===== src/rtl/serial_subtractor_pkg.sv =====
// ============================================================================
// serial_subtractor_pkg : FSM state encoding and slice-geometry helpers
// Revision 1.0
// ============================================================================
`default_nettype none

package serial_subtractor_pkg;

    typedef enum logic [1:0] {
        ST_IDLE = 2'd0,
        ST_RUN  = 2'd1,
        ST_DONE = 2'd2
    } state_t;

    function automatic int calc_num_slices(input int size, input int slice);
        return (size + slice - 1) / slice;
    endfunction

    // Index width for a counter/selector over n positions, never narrower than 1.
    function automatic int calc_idx_width(input int n);
        return (n <= 1) ? 1 : $clog2(n);
    endfunction

endpackage

`default_nettype wire


===== src/rtl/serial_subtractor_full_subtractor.sv =====
// ============================================================================
// full_subtractor : single-bit difference/borrow cell
// Revision 1.0
// ============================================================================
`default_nettype none

module full_subtractor (
    input  logic a,
    input  logic b,
    input  logic bin,
    output logic d,
    output logic bout
);

    assign d    = a ^ b ^ bin;
    assign bout = (~a & b) | (~a & bin) | (b & bin);

endmodule

`default_nettype wire


===== src/rtl/serial_subtractor.sv =====
// ============================================================================
// serial_subtractor : D = A - B - Bin over SIZE bits, SLICE bits per clock
// Revision 1.0
// ============================================================================
`default_nettype none

module serial_subtractor
    import serial_subtractor_pkg::*;
#(
    parameter int SIZE  = 511,
    parameter int SLICE = 32
) (
    input  logic            clk,
    input  logic            rst_n,
    input  logic            start,
    input  logic [SIZE-1:0] A,
    input  logic [SIZE-1:0] B,
    input  logic            Bin,
    output logic            busy,
    output logic            done,
    output logic [SIZE-1:0] D,
    output logic            Bout
);

    localparam int NUM_SLICES = calc_num_slices(SIZE, SLICE);
    localparam int KW         = calc_idx_width(NUM_SLICES);
    localparam int PAD        = NUM_SLICES * SLICE;
    localparam int PW         = calc_idx_width(PAD);
    localparam int LAST_W     = SIZE - (NUM_SLICES - 1) * SLICE;
    localparam logic [KW-1:0] C_LAST_K = KW'(NUM_SLICES - 1);

    state_t            r_state;
    state_t            w_state_next;
    logic [KW-1:0]     r_k;
    logic [SIZE-1:0]   r_a;
    logic [SIZE-1:0]   r_b;
    logic [SIZE-1:0]   r_d;
    logic              r_borrow;
    logic              r_bout;

    logic [PAD-1:0]    w_a_pad;
    logic [PAD-1:0]    w_b_pad;
    logic [PW-1:0]     w_base;
    logic [SLICE-1:0]  w_a_slice;
    logic [SLICE-1:0]  w_b_slice;
    logic [SLICE-1:0]  w_d_slice;
    logic [SLICE:0]    w_chain;
    logic [SIZE-1:0]   w_d_next;
    logic              w_last;
    logic              w_bout;
    logic              w_busy;
    logic              w_done;

    // Zero padding above SIZE keeps the part-select in range on the last slice.
    generate
        if (PAD > SIZE) begin : g_pad
            assign w_a_pad = {{(PAD - SIZE){1'b0}}, r_a};
            assign w_b_pad = {{(PAD - SIZE){1'b0}}, r_b};
        end else begin : g_nopad
            assign w_a_pad = r_a;
            assign w_b_pad = r_b;
        end
    endgenerate

    assign w_base    = PW'(int'(r_k) * SLICE);
    assign w_a_slice = w_a_pad[w_base +: SLICE];
    assign w_b_slice = w_b_pad[w_base +: SLICE];
    assign w_chain[0] = r_borrow;

    generate
        for (genvar j = 0; j < SLICE; j++) begin : g_lane
            full_subtractor u_fs (
                .a    (w_a_slice[j]),
                .b    (w_b_slice[j]),
                .bin  (w_chain[j]),
                .d    (w_d_slice[j]),
                .bout (w_chain[j+1])
            );
        end
    endgenerate

    assign w_last = (r_k == C_LAST_K);
    // The partial last slice takes its borrow from bit SIZE-1, not the padded top lane.
    assign w_bout = w_last ? w_chain[LAST_W] : w_chain[SLICE];

    generate
        for (genvar s = 0; s < NUM_SLICES; s++) begin : g_slice
            localparam int LO = s * SLICE;
            localparam int W  = ((SIZE - LO) < SLICE) ? (SIZE - LO) : SLICE;
            assign w_d_next[LO +: W] = ((r_state == ST_RUN) && (r_k == KW'(s)))
                                       ? w_d_slice[W-1:0] : r_d[LO +: W];
        end
    endgenerate

    always_ff @(posedge clk or negedge rst_n) begin
        if (!rst_n) begin
            r_state <= ST_IDLE;
        end else begin
            r_state <= w_state_next;
        end
    end

    always_comb begin
        w_state_next = r_state;
        w_busy       = 1'b0;
        w_done       = 1'b0;
        case (r_state)
            ST_IDLE: begin
                if (start) begin
                    w_state_next = ST_RUN;
                end
            end
            ST_RUN: begin
                w_busy = 1'b1;
                if (w_last) begin
                    w_state_next = ST_DONE;
                end
            end
            ST_DONE: begin
                w_done       = 1'b1;
                w_state_next = ST_IDLE;
            end
            default: w_state_next = ST_IDLE;
        endcase
    end

    always_ff @(posedge clk or negedge rst_n) begin
        if (!rst_n) begin
            r_k      <= '0;
            r_a      <= '0;
            r_b      <= '0;
            r_d      <= '0;
            r_borrow <= 1'b0;
            r_bout   <= 1'b0;
        end else begin
            r_d <= w_d_next;
            case (r_state)
                ST_IDLE: begin
                    if (start) begin
                        r_a      <= A;
                        r_b      <= B;
                        r_borrow <= Bin;
                        r_k      <= '0;
                    end
                end
                ST_RUN: begin
                    r_borrow <= w_bout;
                    if (w_last) begin
                        r_bout <= w_bout;
                    end else begin
                        r_k <= r_k + KW'(1);
                    end
                end
                default: ;
            endcase
        end
    end

    assign busy = w_busy;
    assign done = w_done;
    assign D    = r_d;
    assign Bout = r_bout;

endmodule

`default_nettype wire

===== config.mk =====
export PLATFORM = sky130hd
export DESIGN_NAME = serial_subtractor
export DESIGN_NICKNAME = d
export VERILOG_FILES = /design/src/rtl/serial_subtractor_pkg.sv /design/src/rtl/serial_subtractor_full_subtractor.sv /design/src/rtl/serial_subtractor.sv
export SDC_FILE = /design/constraint.sdc
export NUM_CORES = 2
export LEC_CHECK = 0
export BUFFER_PORTS_ARGS = -buffer_cell sky130_fd_sc_hd__buf_4
export CORE_AREA = 5 5 588 590
export DETAILED_ROUTE_END_ITERATION = 10
export DIE_AREA = 0 0 593 595
export PLACE_DENSITY = 0.35
export SLEW_MARGIN = 20
export SYNTH_ARGS = -nofsm -noshare
export SYNTH_HDL_FRONTEND = slang
export SYNTH_HIERARCHICAL = 1
export SYNTH_SLANG_ARGS = --single-unit

===== constraint.sdc =====
create_clock -name clk -period 20.1 [get_ports clk]
set_input_delay 5.025 -clock clk [delete_from_list [all_inputs] [get_ports clk]]
set_output_delay 5.025 -clock clk [all_outputs]
set_load 0.01 [all_outputs]

### Word-level counts from Yosys, hierarchy flattened

Cells that the tools add are included.
W data, S select, Z words.

* register bits after elaboration: 1541

* $add $sub $neg: 1
* mux-type cells: 11
* bitwise operators: 256
* reductions and logical operators: 24
* shift operators: 2
* equality and inequality tests: 20

Operators by type and width (number)
* $shiftx A512 B10 Y32: 2
* $and A1 B1 Y1: 96
* $or A1 B1 Y1: 64
* $xor A1 B1 Y1: 64
* $eq A4 B4 Y1 const B: 8
* $not A1 Y1: 32
* $eq A4 B3 Y1 const B: 4
* $logic_and A1 B1 Y1: 16
* $eq A4 B2 Y1 const B: 2
* $mux W4: 2
* $pmux W4 S2: 1
* $reduce_and A2 Y1: 4
* $ne A2 B2 Y1 const B: 3
* $add A4 B1 Y4 const B: 1
* $eq A4 B1 Y1 const B: 1
* $logic_not A4 Y1: 1
* $mux W1: 4
* $mux W2: 2
* $pmux W2 S2: 1
* $reduce_and A3 Y1: 1
* $eq A2 B1 Y1 const B: 1
* $eq A2 B2 Y1 const B: 1
* $logic_not A2 Y1: 1
* $pmux W1 S2: 1
* $reduce_bool A2 Y1: 1

### Longest topological paths before layout

* depth in word-level cells: 100
* gate-level depth with buffers: 42
* mapped depth without buffers: 38

### Cells and area by module

The synthesis kept the hierarchy.

By module, submodules not included
* serial_subtractor: area an instance 64879.7 µm², instances 1, cells an instance 6030, sequential area each 38562.0 µm²
* full_subtractor: area an instance 27.5 µm², instances 32, cells an instance 3, sequential area each 0.0 µm²

### Worst setup path after synthesis

OpenSTA, ideal clock, no wires.

* path type: flip-flop to flip-flop
* start: register r_k[0]
* end: register r_d[287] (netlist: D[287])
* setup time: 0.125 ns
* path slack: 5.339 ns
* arrival: 14.637 ns
* period minus slack after synthesis: 14.761 ns
* cell stages (with the launch flop): 42
* path buffers: 4
* path through: dfrtp_1 > clkbuf_1 > clkbuf_1 > buf_2 > mux4_2 > a22oi_1 > nand2_1 > fa_1 > fa_1 > fa_1 > fa_1 > fa_1 > fa_1 > fa_1 > fa_1 > fa_1 > fa_1 > fa_1 > [... 6 more ...] > fa_1 > fa_1 > fa_1 > fa_1 > fa_1 > fa_1 > fa_1 > fa_1 > fa_1 > fa_1 > fa_1 > fa_1 > fa_1 > fa_1 > fa_1 > inv_1 > clkbuf_1 > mux2_2

RTL lines
* start: declaration: RTL line serial_subtractor.sv:34 `logic [KW-1:0] r_k;`
* start signal: assignment: RTL line serial_subtractor.sv:151 `r_k <= r_k + KW'(1);`
* $shiftx A512 B10 Y32 *: RTL line serial_subtractor.sv:67 `assign w_b_slice = w_b_pad[w_base +: SLICE];`
* named net w_b_slice[0]: RTL line serial_subtractor.sv:45 `logic [SLICE-1:0] w_b_slice;`
* $and A1 B1 Y1: RTL line serial_subtractor_full_subtractor.sv:16 `assign bout = (~a & b) | (~a & bin) | (b & bin);`
* $or A1 B1 Y1: RTL line serial_subtractor_full_subtractor.sv:16
* $or A1 B1 Y1 *: RTL line serial_subtractor_full_subtractor.sv:16
* named net w_chain[1]: RTL line serial_subtractor.sv:47 `logic [SLICE:0] w_chain;`
* $and A1 B1 Y1: RTL line serial_subtractor_full_subtractor.sv:16
* $or A1 B1 Y1: RTL line serial_subtractor_full_subtractor.sv:16
* [... 1 more ...]
* named net w_chain[2]: RTL line serial_subtractor.sv:47
* [... 3 more ...]
* named net w_chain[3]: RTL line serial_subtractor.sv:47
* [... 3 more ...]
* named net w_chain[4]: RTL line serial_subtractor.sv:47
* [... 3 more ...]
* named net w_chain[5]: RTL line serial_subtractor.sv:47
* [... 3 more ...]
* named net w_chain[6]: RTL line serial_subtractor.sv:47
* [... 3 more ...]
* named net w_chain[7]: RTL line serial_subtractor.sv:47
* [... 3 more ...]
* named net w_chain[8]: RTL line serial_subtractor.sv:47
* [... 3 more ...]
* named net w_chain[9]: RTL line serial_subtractor.sv:47
* [... 3 more ...]
* named net w_chain[10]: RTL line serial_subtractor.sv:47
* [... 3 more ...]
* named net w_chain[11]: RTL line serial_subtractor.sv:47
* [... 3 more ...]
* named net w_chain[12]: RTL line serial_subtractor.sv:47
* [... 3 more ...]
* named net w_chain[13]: RTL line serial_subtractor.sv:47
* [... 3 more ...]
* named net w_chain[14]: RTL line serial_subtractor.sv:47
* [... 3 more ...]
* named net w_chain[15]: RTL line serial_subtractor.sv:47
* [... 3 more ...]
* named net w_chain[16]: RTL line serial_subtractor.sv:47
* [... 3 more ...]
* named net w_chain[17]: RTL line serial_subtractor.sv:47
* [... 3 more ...]
* named net w_chain[18]: RTL line serial_subtractor.sv:47
* [... 3 more ...]
* named net w_chain[19]: RTL line serial_subtractor.sv:47
* [... 3 more ...]
* named net w_chain[20]: RTL line serial_subtractor.sv:47
* [... 3 more ...]
* named net w_chain[21]: RTL line serial_subtractor.sv:47
* [... 3 more ...]
* named net w_chain[22]: RTL line serial_subtractor.sv:47
* [... 3 more ...]
* named net w_chain[23]: RTL line serial_subtractor.sv:47
* [... 3 more ...]
* named net w_chain[24]: RTL line serial_subtractor.sv:47
* [... 3 more ...]
* named net w_chain[25]: RTL line serial_subtractor.sv:47
* [... 3 more ...]
* named net w_chain[26]: RTL line serial_subtractor.sv:47
* [... 3 more ...]
* named net w_chain[27]: RTL line serial_subtractor.sv:47
* [... 3 more ...]
* named net w_chain[28]: RTL line serial_subtractor.sv:47
* [... 3 more ...]
* named net w_chain[29]: RTL line serial_subtractor.sv:47
* [... 2 more ...]
* $or A1 B1 Y1 *: RTL line serial_subtractor_full_subtractor.sv:16
* named net w_chain[30]: RTL line serial_subtractor.sv:47
* $and A1 B1 Y1: RTL line serial_subtractor_full_subtractor.sv:16
* $or A1 B1 Y1: RTL line serial_subtractor_full_subtractor.sv:16
* $or A1 B1 Y1 *: RTL line serial_subtractor_full_subtractor.sv:16
* named net w_chain[31]: RTL line serial_subtractor.sv:47
* $xor A1 B1 Y1 *: RTL line serial_subtractor_full_subtractor.sv:15 `assign d = a ^ b ^ bin;`
* named net w_d_slice[31]: RTL line serial_subtractor.sv:46 `logic [SLICE-1:0] w_d_slice;`
* end signal: assignment: RTL line serial_subtractor.sv:136 `r_d <= w_d_next;`
* end: declaration: RTL line serial_subtractor.sv:37 `logic [SIZE-1:0] r_d;`

The timed path passes the listed nets; every way through them passes the cells marked *.
A chain may end at the register's enable or synchronous reset.

### Final worst setup path

* start: register r_k[0]
* end: register r_d[255] (netlist: D[255])

The elaborated chain is that of the path after synthesis.

==> results.cfg <==
[clock_tree]
ctsHoldBuffers = 0
cts_buffer_depth = 4
cts_tree = built
htree_num_levels = 4
clkTransAtPathRegs_ns = 0.06
cts_resized = 0
cts_setup_buffers = 0
root_buffer = clkbuf_16
cts_buffers = 197
clk_latency_ns = 0.89
cts_sinks = 1541

[pwr]
powerDensity_mw_per_mm2 = 218
power.total_mw = 19.4
p_leak_nw = 44.0
vdd_drop_max_mv = 0.290

[setup_path]
critPathLaunch = r_k[0]
reg2regPathDepth = 38
endpoint = D[255]
reg2reg_to = D[255]
worst-path-buf-inv = 2
worstReg2RegStart = r_k[0]
worstSetupPathDepth = 38
slowest_delay_ns = 0.64
slowest_stage = inv_1
crit_type = flop to flop
worstPathRequired_ns = 20.86
critPathMaxFanout = 33
crit_top_cell = fa_1
crit_arrival_ns = 17.09
startpoint_type = flop
end_kind = flop
ff2ff_setup_slack_ns = 3.77
crit_family = adder cells

[timing]
setup_viol = 0
fin_hold_ws_ns = 0.468
skew_ns = 0.0624
fin_ws_ns = 3.77
max_freq_mhz = 61.2
fin_setup_tns_ns = 0
final.period_utilization = 0.812
maxSlewHeadroom = 0.151
slew_violations = 0
hold_viol = 0
fin_crit_ns = 16.33
tightest_slew_ns = 1.27
rsz0062_at_grt = false

[synthesis]
synth_top_area_share = 0.586
netlist_area_mm2 = 0.0658
yosysMostFrequentCell = nand2_1
synth_compound_area_frac = 0.0154
ys_ff_latch = 1541
synth_fa_ha_area_frac = 0.0107
synthTopCellsByCount = nand2_1, dfrtp_1, mux2_2
ys_types = 38
synth_top_family_by_area = simple AND/OR/NAND/NOR gates
ys.flop_type = dfrtp_1
synthXorXnorAreaFrac = 0.000266
synth.area.top_cells = dfrtp_1, nand2_1, mux4_2
yosysTopAreaCell = dfrtp_1
synth_edf_count = 0
synthSimpleGateAreaFrac = 0.183
yosysSeqAreaShare = 0.586
syn-instance-count = 6126
syn_area_per_cell_um2 = 10.7
synthMuxAreaShare = 0.175
yosysWarningCount = 6
syn_nets = 7189
async_reset_ff_frac = 1.00

[grt]
antenna_found_initial = 126
grt_pass1_wl_um = 477000
grt_max_degree = 210
globalRoute.totalOverflow = 0
grt_pass1_vias = 54995
track_usage = 0.194

[drt]
wirelength_um = 353000
drtPass1Iterations = 7
route.detailed.drc = 0
wl_per_cell_um = 28.8
drt_iter0_markers = 3082
vias = 51195
ant_nets = 0
vias_per_cell = 4.17

[floorplan]
die_y_um = 595
die_area_mm2 = 0.353
rows = 214
num_io_pins = 1540
core_area_mm2 = 0.339
fp.dieW_um = 593
initial_utilization = 0.194

[outcome]
run_status = finished, final reports clean

[placement]
dp_hpwl_um = 274000
placed_cells = 11894
gp_congestion = 0.811
dpl_worst_slack_ns = 3.58
io_buffers = 1539

[flow_run]
cap_violations = 0

[layout]
synthToLayoutAreaGrowth_pct = 35.2
finalNetCount = 8621
layout-drive-gt1-share = 0.350
finalNonFillerCells = 12273

[hold_path]
holdCritPathClass = flop to flop
holdPathStages = 2
hp-start = r_a[250]
-- tightest hold or removal path: stages, from the launching register on --
cell	delay, ns
dfrtp_1	0.34
nand2_1	0.05
nand2_1	0.05
-- sequential cells by signal, indices dropped and copies added (netlist names) --
| signal | flops |
|---|---|
| r_borrow | 1 |
| r_state | 2 |
| r_k | 4 |
| D | 511 |
| r_b | 511 |
| r_a | 511 |
| Bout | 1 |
-- layout make-up --
class	count	area (um^2)
diodes	20	50.0
clock buffers	297	5790
clock inverters	61	872
fillers	36333	250000
inverters	68	255
multi-input cells	4122	25300
flip-flops and latches	1541	38600
well taps	4536	5680
repair buffers	1628	12400
-- through the flow --
| stage | utilization | instance area, um^2 |
|---|---|---|
| after global routing | 0.262 | 88900 |
| final | 0.262 | 88900 |
| after CTS | 0.262 | 88800 |
| after floorplan | - | 65800 |
| after detailed placement | 0.242 | 82200 |
| after global placement | 0.242 | 82200 |
-- power breakdown --
part | leakage [nW] | total (mW) | switching [mW] | internal, mW
sequential | 19.0 | 5.51 | 0.894 | 4.61
clock | 3.25 | 3.68 | 1.49 | 2.18
combinational | 21.8 | 10.2 | 6.95 | 3.25
-- how the worst min path moves through the flow --
stage / to / slack [ns]
final: r_a[250] / 0.47
after global placement: r_b[434] / 0.45
after global routing: r_b[379] / 0.48
after CTS: r_b[454] / 0.47
after floorplan: r_a[192] / 0.44
after detailed placement: r_b[454] / 0.46
-- cell families after synthesis --
kind of cell | Yosys count
muxes | 767
xor gates and xnor gates | 2
AOI/OAI and AO/OA | 137
adders and majority gates | 37
DFF | 1541
buffers and inverters | 463
and+or+nand+nor | 3179
-- per-layer routing --
layer	GRT usage	vias up	routed length (um)
met4	0.0607	86	12000
met2	0.319	1709	166000
met1	0.250	26116	150000
li1	-	22780	-
met5	0	-	554
met3	0.0495	504	24400
-- placed cells by master, fill, tap and decap left out, drive strengths merged, types with 4 or more instances in the layout --
master and instances:
nand2 3155, buf 1628, dfrtp 1541, mux2 511, clkbuf 297, mux4 254, a22oi 124, inv 75
clkinv 33, fa 32, diode 20, bufinv 15, clkinvlp 6, ha 5, nor2 5, nand3 4
(Power assumes the default switching activity.)
